[config.mk]
export PLATFORM = sky130hd
export DESIGN_NAME = mdio_responder
export DESIGN_NICKNAME = d
export VERILOG_FILES = /design/src/rtl/mdio_pkg.sv /design/src/rtl/mdio_sampler.sv /design/src/rtl/mdio_responder.sv
export SDC_FILE = /design/constraint.sdc
export NUM_CORES = 1
export LEC_CHECK = 0
export BUFFER_PORTS_ARGS = -buffer_cell sky130_fd_sc_hd__buf_4
export CORE_ASPECT_RATIO = 0.75
export CORE_MARGIN = 4
export CORE_UTILIZATION = 45
export CTS_CLUSTER_SIZE = 10
export DETAILED_ROUTE_END_ITERATION = 8
export HOLD_SLACK_MARGIN = 0.03
export SLEW_MARGIN = 20
export SYNTH_ARGS = -nofsm -noshare
export SYNTH_HDL_FRONTEND = slang
export SYNTH_SLANG_ARGS = --single-unit
[constraint.sdc]
create_clock -name clk_50M -period 7.2 [get_ports clk_50M]
set_input_delay 1.44 -clock clk_50M [delete_from_list [all_inputs] [get_ports clk_50M]]
set_output_delay 1.44 -clock clk_50M [all_outputs]
set_load 0.05 [all_outputs]
[src/rtl/mdio_pkg.sv]
// Shared definitions for the MDIO responder: FSM states, frame codes,
// register indices and register reset/base values.
package mdio_pkg;

  typedef enum logic [2:0] {
    S_IDLE,
    S_ST,
    S_OP,
    S_PHYAD,
    S_REGAD,
    S_TA,
    S_WDATA,
    S_RDATA
  } mdio_state_e;

  localparam logic [1:0] ST_CODE  = 2'b01;
  localparam logic [1:0] OP_READ  = 2'b10;
  localparam logic [1:0] OP_WRITE = 2'b01;

  localparam logic [4:0] REG_BMCR = 5'd0;
  localparam logic [4:0] REG_BMSR = 5'd1;
  localparam logic [4:0] REG_ID1  = 5'd2;
  localparam logic [4:0] REG_ID2  = 5'd3;

  localparam logic [15:0] BMCR_DEFAULT = 16'h3100;
  localparam logic [15:0] BMSR_BASE    = 16'h6009;

  localparam logic [5:0] PREAMBLE_LEN = 6'd32;

endpackage

[src/rtl/mdio_sampler.sv]
// Brings MDC/MDIO into the clk_50M domain and flags rising MDC edges
// together with the MDIO value seen at that edge.
module mdio_sampler (
  input  logic clk_50M,
  input  logic rst,
  input  logic mdc,
  input  logic mdio_in,
  output logic mdc_rise,
  output logic mdio_s
);

  logic [1:0] mdc_sync;
  logic [1:0] mdio_sync;
  logic       mdc_prev;

  always_ff @(posedge clk_50M) begin
    if (rst) begin
      mdc_sync  <= '0;
      mdio_sync <= 2'b11;
      mdc_prev  <= 1'b0;
    end else begin
      mdc_sync  <= {mdc_sync[0], mdc};
      mdio_sync <= {mdio_sync[0], mdio_in};
      mdc_prev  <= mdc_sync[1];
    end
  end

  assign mdc_rise = mdc_sync[1] & ~mdc_prev;
  assign mdio_s   = mdio_sync[1];

endmodule

[src/rtl/mdio_responder.sv]
// Clause-22 MDIO PHY-side responder with BMCR/BMSR/ID/scratch registers.
// Define MDIO_RESP_BCAST_EN to also accept writes addressed to PHYAD 0.
module mdio_responder
  import mdio_pkg::*;
#(
  parameter logic [4:0]  PHY_ADDR = 5'd1,
  parameter logic [15:0] PHY_ID1  = 16'h0022,
  parameter logic [15:0] PHY_ID2  = 16'h1556
) (
  input  logic clk_50M,
  input  logic rst,
  input  logic mdc,
  input  logic mdio_in,
  output logic mdio_out,
  output logic mdio_z,
  input  logic link_up,
  output logic loopback_en,
  output logic trx_100Mbps_en,
  output logic fulldpx_en,
  output logic power_down,
  output logic frame_done
);

  logic        mdc_rise, mdio_s;
  mdio_state_e state, state_n;
  logic [4:0]  bit_cnt, bit_cnt_n;
  logic [5:0]  pre_cnt, pre_cnt_n;
  logic        op_hi, op_hi_n;
  logic        is_read, is_read_n;
  logic        ours, ours_n;
  logic [4:0]  phyad, phyad_n;
  logic [4:0]  regad, regad_n;
  logic [15:0] shift, shift_n;
  logic        mdio_out_n, mdio_z_n, frame_done_n;
  logic        wr_commit, rd_done, addr_match;
  logic [15:0] wr_data, rd_data;
  logic [15:0] bmcr;
  logic [15:0] scratch [16];
  logic        latched_link;

  mdio_sampler u_sampler (
    .clk_50M (clk_50M),
    .rst     (rst),
    .mdc     (mdc),
    .mdio_in (mdio_in),
    .mdc_rise(mdc_rise),
    .mdio_s  (mdio_s)
  );

`ifdef MDIO_RESP_BCAST_EN
  assign addr_match = (phyad == PHY_ADDR) || (!is_read && phyad == 5'd0);
`else
  assign addr_match = (phyad == PHY_ADDR);
`endif

  assign wr_data = {shift[14:0], mdio_s};

  always_comb begin
    rd_data = '0;
    if (regad[4]) begin
      rd_data = scratch[regad[3:0]];
    end else begin
      case (regad)
        REG_BMCR: rd_data = bmcr;
        REG_BMSR: rd_data = BMSR_BASE | {10'd0, link_up, 2'd0, latched_link, 2'd0};
        REG_ID1:  rd_data = PHY_ID1;
        REG_ID2:  rd_data = PHY_ID2;
        default:  rd_data = '0;
      endcase
    end
  end

  always_ff @(posedge clk_50M) begin
    if (rst) begin
      state      <= S_IDLE;
      bit_cnt    <= '0;
      pre_cnt    <= '0;
      op_hi      <= 1'b0;
      is_read    <= 1'b0;
      ours       <= 1'b0;
      phyad      <= '0;
      regad      <= '0;
      shift      <= '0;
      mdio_out   <= 1'b1;
      mdio_z     <= 1'b1;
      frame_done <= 1'b0;
    end else begin
      state      <= state_n;
      bit_cnt    <= bit_cnt_n;
      pre_cnt    <= pre_cnt_n;
      op_hi      <= op_hi_n;
      is_read    <= is_read_n;
      ours       <= ours_n;
      phyad      <= phyad_n;
      regad      <= regad_n;
      shift      <= shift_n;
      mdio_out   <= mdio_out_n;
      mdio_z     <= mdio_z_n;
      frame_done <= frame_done_n;
    end
  end

  // Everything advances only on an MDC rising edge; a read drives the bit
  // that the station will sample on its next rising edge.
  always_comb begin
    state_n      = state;
    bit_cnt_n    = bit_cnt;
    pre_cnt_n    = pre_cnt;
    op_hi_n      = op_hi;
    is_read_n    = is_read;
    ours_n       = ours;
    phyad_n      = phyad;
    regad_n      = regad;
    shift_n      = shift;
    mdio_out_n   = mdio_out;
    mdio_z_n     = mdio_z;
    frame_done_n = 1'b0;
    wr_commit    = 1'b0;
    rd_done      = 1'b0;
    if (mdc_rise) begin
      case (state)
        S_IDLE: begin
          if (mdio_s) begin
            if (pre_cnt != PREAMBLE_LEN) pre_cnt_n = pre_cnt + 6'd1;
          end else begin
            if (pre_cnt == PREAMBLE_LEN && mdio_s == ST_CODE[1]) state_n = S_ST;
            pre_cnt_n = '0;
          end
        end
        S_ST: begin
          bit_cnt_n = '0;
          state_n   = (mdio_s == ST_CODE[0]) ? S_OP : S_IDLE;
        end
        S_OP: begin
          if (bit_cnt == 5'd0) begin
            op_hi_n   = mdio_s;
            bit_cnt_n = 5'd1;
          end else begin
            bit_cnt_n = '0;
            if ({op_hi, mdio_s} == OP_READ) begin
              is_read_n = 1'b1;
              state_n   = S_PHYAD;
            end else if ({op_hi, mdio_s} == OP_WRITE) begin
              is_read_n = 1'b0;
              state_n   = S_PHYAD;
            end else begin
              state_n = S_IDLE;
            end
          end
        end
        S_PHYAD: begin
          phyad_n   = {phyad[3:0], mdio_s};
          bit_cnt_n = bit_cnt + 5'd1;
          if (bit_cnt == 5'd4) begin
            bit_cnt_n = '0;
            state_n   = S_REGAD;
          end
        end
        S_REGAD: begin
          regad_n   = {regad[3:0], mdio_s};
          bit_cnt_n = bit_cnt + 5'd1;
          if (bit_cnt == 5'd4) begin
            bit_cnt_n = '0;
            ours_n    = addr_match;
            state_n   = S_TA;
          end
        end
        S_TA: begin
          if (bit_cnt == 5'd0) begin
            bit_cnt_n = 5'd1;
            if (ours && is_read) begin
              mdio_z_n   = 1'b0;
              mdio_out_n = 1'b0;
              shift_n    = rd_data;
            end
          end else begin
            bit_cnt_n = '0;
            state_n   = is_read ? S_RDATA : S_WDATA;
            if (ours && is_read) begin
              mdio_out_n = shift[15];
              shift_n    = {shift[14:0], 1'b0};
            end
          end
        end
        S_RDATA: begin
          bit_cnt_n = bit_cnt + 5'd1;
          if (bit_cnt == 5'd15) begin
            state_n    = S_IDLE;
            mdio_z_n   = 1'b1;
            mdio_out_n = 1'b1;
            frame_done_n = ours;
            rd_done      = ours;
          end else if (ours) begin
            mdio_out_n = shift[15];
            shift_n    = {shift[14:0], 1'b0};
          end
        end
        S_WDATA: begin
          shift_n   = wr_data;
          bit_cnt_n = bit_cnt + 5'd1;
          if (bit_cnt == 5'd15) begin
            state_n      = S_IDLE;
            frame_done_n = ours;
            wr_commit    = ours;
          end
        end
        default: state_n = S_IDLE;
      endcase
    end
  end

  always_ff @(posedge clk_50M) begin
    if (rst) begin
      bmcr <= BMCR_DEFAULT;
      for (int i = 0; i < 16; i++) scratch[i] <= '0;
    end else if (wr_commit) begin
      if (regad == REG_BMCR) bmcr <= wr_data[15] ? BMCR_DEFAULT : wr_data;
      else if (regad[4]) scratch[regad[3:0]] <= wr_data;
    end
  end

  // Latch-low link status: a low link always clears, even against a read.
  always_ff @(posedge clk_50M) begin
    if (rst || !link_up) latched_link <= 1'b0;
    else if (rd_done && regad == REG_BMSR) latched_link <= 1'b1;
  end

  assign loopback_en    = bmcr[14];
  assign trx_100Mbps_en = bmcr[13];
  assign fulldpx_en     = bmcr[8];
  assign power_down     = bmcr[11];

endmodule

Word level (Yosys, flattened, before mapping)
Memory sizes are Yosys's and may differ from the RTL's. A register that Yosys moved wholly into a read port is not among the register bits. Index checks and enable logic that the tools add are counted.

Equality and inequality tests: 31. Reductions and logical operators: 29. Multiplexer cells: 54. Bitwise operators: 6. Add/sub/neg operators: 2.

Operators by type and width (count): 16-bit 2-to-1 mux (7); 16-bit case mux with 4 select lines (1); 16-bit case mux with 3 select lines (1); 1-bit 2-to-1 mux (24); 2-bit inequality test, second input constant (12); 3-bit 2-to-1 mux (7); 3-bit case mux with 7 select lines (1); 5-bit case mux with 4 select lines (1); 16-bit OR reduction (1); 15-bit 2-to-1 mux (1); 3-bit == test, second input constant (4); 4-bit 2-to-1 mux (3); 6-bit 2-to-1 mux (2); 5-bit by 1-bit == test with 1-bit output, second input constant (2); 5-bit by 2-bit == test with 1-bit output, second input constant (2); 5-bit logical NOT (2); 5-bit AND reduction (2); 3-bit AND reduction (3); 2-bit AND reduction (4); 4-bit AND reduction (2); 8-bit AND reduction (1); 6-bit by 1-bit adder with 6-bit output, second input constant (1); 3-bit by 2-bit == test with 1-bit output, second input constant (2); 6-bit == test, second input constant (1); 23 further kinds (35).

Input port bits: 5. RAM bits: 256. Bits in registers: 68. Memories kept: 1.

Memories: scratch (words 16, width 16, read ports 1, clocked after Yosys merged registers in 1, wr ports 16, line mdio_responder.sv:38) `logic [15:0] scratch [16];`.

Longest topological paths before layout
Depth in word-level cells: 9. Depth in mapped cells: 9.

Hierarchy
From an unflattened synthesis, not the netlist that was laid out.

Cells, all modules: 1175. Area, all modules: 15130.8 um2.

Modules (own cells, without submodules): mdio_responder (cells each 1164, area each 14985.6 um2, instances 1); mdio_sampler (cells each 11, area each 145.1 um2, instances 1).

Least setup slack after synthesis
Ideal clock, no wire load.

Kind: input -> register. Start: in rst. End: mem scratch[4][0] (enable). Setup slack: 4039 ps. Setup time: 373 ps. Data arrival time: 2788 ps. Stages on the path: 5. Path buffers: 1. Cell sequence: nand4b_1 > or3b_1 > buf_4 > nor3_4 > or2_1.

RTL lines: start, declared (line mdio_responder.sv:11) `input logic rst,`; end, declared (line mdio_responder.sv:38).

==> metrics <==
status=complete, no violations; pins over their slew limit=0; fraction of the cycle the final worst path needs=50.2%; R2R Setup Slk=3.59 ns; Final #Nets=1,192; Core Footprint=33,600 sq um; Area Growth Syn to Fin=8.66%; drt total wl=43.1 mm; CP peak stage delay=0.85 ns; Reg2Reg Depth=5; Max-Cap Viols=0; Hold Crit Class=reg -> reg; GP Congestion=0.893; CTS Buf Count=38; via count=around 9.9k; Fin. Hold Viols=0; Slowest cell on crit path=dfxtp_1; Area after DPL=15,700 sq um; RSZ-0062 raised after global routing=false; CP Max Fanout=27; Filler cells=2,870; critical path launch point type=register; reg2reg start=state[1]; part of the Yosys area used for sequential elements=59.2%; CTS clock-pin slew for the worst setup and hold paths=0.06 ns; final HPWL from detailed placement=approximately 28 mm; Port Buffers=11; count of cell types in the netlist=slightly above 80; Avg Cell Area, Syn=12.6 sq um; clk sink count=327; initial antenna violation count=1; GRT Total Usage=23.0%; syn nets=1,235; H-tree depth=2; Max Freq=between 200 and 300 MHz; CP Class=reg -> reg; R2R Path End=scratch[12][2]; Starting Density=45.8%; initial drt markers=1,335; number of synthesized register bits=roughly 330; Setup Buffers After CTS=0; # hold bufs at CTS=0; clock buffer depth=3; Power Density=234 nW/um^2; DR vias/cell=5.97; synth warn=0; Slew @ Worst Pin=about 1.2 ns; post-route design area=16,700 sq um; die area=roughly 37,000 sq um; most used flip-flop cell after synthesis=edfxtp_1; Critical Path Source=state[1]; share of layout cells above drive strength 1=a little over an eighth; setup_tns=0 ns; CP endpoint=scratch[12][2]; row count=58; Max IR drop VDD=roughly 160 uV; Mapped Area=15,400 sq um; CTS tree=built; Die Span Y=168 microns; detailed-router iteration count before antenna repair=6; Max-slew headroom=between 20% and 30%; minimum clock period=around 3.6 ns; Worst Skew=0.0213 ns; Lkg Pwr=roughly 5.7 nW; crit path DAT=~3.8 ns; Worst-Skew Late Latency=between 0.5 and 0.6 ns; GRT overflow=0; # DRC=0; Die W=221 microns; global-route wire length before repair=63.2 mm; Cells after Synth=1,224; Root Buffer=clkbuf_16; Post-CTS Resized=0; vias in the first global route=9,355; DRT antenna net count=0; Ports=12; Post-synth EDFFs=256; critical path, cell by cell=and4b_1 -> nand4b_1 -> or3b_1 -> nor2_2 -> or2_1; ys async rst share=0%; CP Data Required Time=about 7.4 ns; WL per Instance=between 20 and 30 microns; Worst Setup End Kind=register; pin count of the biggest net entering global routing=65; Final Setup Violations=0
==> flip-flops by register name (all words and copies together) (netlist names), 2 cells and up, named ones only <==
signal and flops:
phyad 5, state 3, bit_cnt 5, u_sampler.mdc_sync 2, scratch 256, shift 16
regad 5, bmcr 15, pre_cnt 6, u_sampler.mdio_sync 2
==> cells by family after synthesis <==
kind of cell	count (synthesis)	synth area share [%]
and+or+nand+nor	530	20.1
DFF	327	59.2
AOI/OAI and AO/OA	144	6.33
buffers and inverters	116	3.28
muxes	97	10.4
adders and majority gates	6	0.488
xor gates and xnor gates	4	0.228
==> worst max-delay path: cells and delay by family, from the launching register on <==
family | cells | cell delay [ns]
and+or+nand+nor | 5 | 2.38
DFF | 1 | 0.85
==> worst min-delay path by stage <==
stage | from | to | depth (start not counted)
CTS | u_sampler.mdio_sync[0] | u_sampler.mdio_sync[1] | 1
detailed placement | u_sampler.mdio_sync[0] | u_sampler.mdio_sync[1] | 1
global placement | u_sampler.mdio_sync[0] | u_sampler.mdio_sync[1] | 1
global route | u_sampler.mdio_sync[0] | u_sampler.mdio_sync[1] | 1
finish | u_sampler.mdio_sync[0] | u_sampler.mdio_sync[1] | 1
floorplan | u_sampler.mdio_sync[0] | u_sampler.mdio_sync[1] | 1
==> power by group <==
part,internal [mW],switching [mW]
Combinational,0.0264,0.0589
Sequential,2.08,0.0240
Clock,0.972,0.744
==> area by class of cell <==
class / count / area [sq um] / share of cell area [%]
Sequential cell: 327 / 9120 / 54.5
Multi-Input combinational cell: 781 / 5770 / 34.5
Clock buffer: 55 / 1010 / 6.07
Tap cell: 450 / 563 / 3.37
Timing Repair Buffer: 23 / 173 / 1.03
Clock inverter: 4 / 37.5 / 0.225
Inverter: 10 / 37.5 / 0.225
Antenna cell: 1 / 2.50 / 0.0150
==> Yosys cell counts (7+ instances only) <==
cell type / instances / share of area, %
a21o_1: 7 / 0.34
a21oi_1: 55 / 1.8
a22oi_1: 8 / 0.39
a31oi_1: 13 / 0.53
and2_1: 243 / 9.9
buf_2: 31 / 1.0
clkbuf_1: 63 / 1.5
dfxtp_1: 71 / 9.2
edfxtp_1: 256 / 50
inv_1: 10 / 0.24
mux2_2: 10 / 0.73
mux2i_1: 37 / 2.4
mux4_2: 49 / 7.2
nand2_1: 54 / 1.3
nand2b_1: 7 / 0.28
nand3_1: 26 / 0.85
nand3b_1: 12 / 0.59
nand4_1: 11 / 0.45
nor2_1: 60 / 1.5
nor2_2: 7 / 0.28
nor2b_1: 16 / 0.65
nor3_1: 26 / 0.85
nor4_1: 9 / 0.37
o21ai_0: 14 / 0.46
or2_1: 8 / 0.33
or2_2: 13 / 0.53
==> cells in the final DEF, fill, tap and decap left out, drive strengths merged, types with 23 or more instances in the layout <==
master  Yosys  routed
nand2      54      54
mux4       49      49
nor2       69      69
nor3       31      31
nand3      26      26
and2      244     244
buf        43      23
dfxtp      71      71
a21oi      55      55
mux2i      37      37
clkbuf     63      55
edfxtp    256     256
==> stage by stage <==
| step | cells | setup slack [ns] | hold WS, ns | power, mW | utilization (%) |
|---|---|---|---|---|---|
| after floorplan | 1224 | 4.04 | 0.389 | 2.18 | - |
| after global placement | 1591 | 3.24 | 0.394 | 2.23 | 46.6 |
| after detailed placement | 1591 | 3.14 | 0.395 | 2.23 | 46.6 |
| after CTS | 1650 | 3.62 | 0.405 | 3.93 | 49.7 |
| after global routing | 1650 | 3.38 | 0.432 | 4.02 | 49.7 |
| final | 1651 | 3.59 | 0.406 | 3.91 | 49.8 |
==> routing by layer <==
layer	global-route usage [%]	part of all wire, %	up-vias
li1	-	-	4376
met1	35.0	45	5018
met4	5.39	2.1	0
met2	33.7	44	399
met3	5.35	9.1	70
met5	0	0	-
No activity file was read; power rests on OpenSTA's default activity.
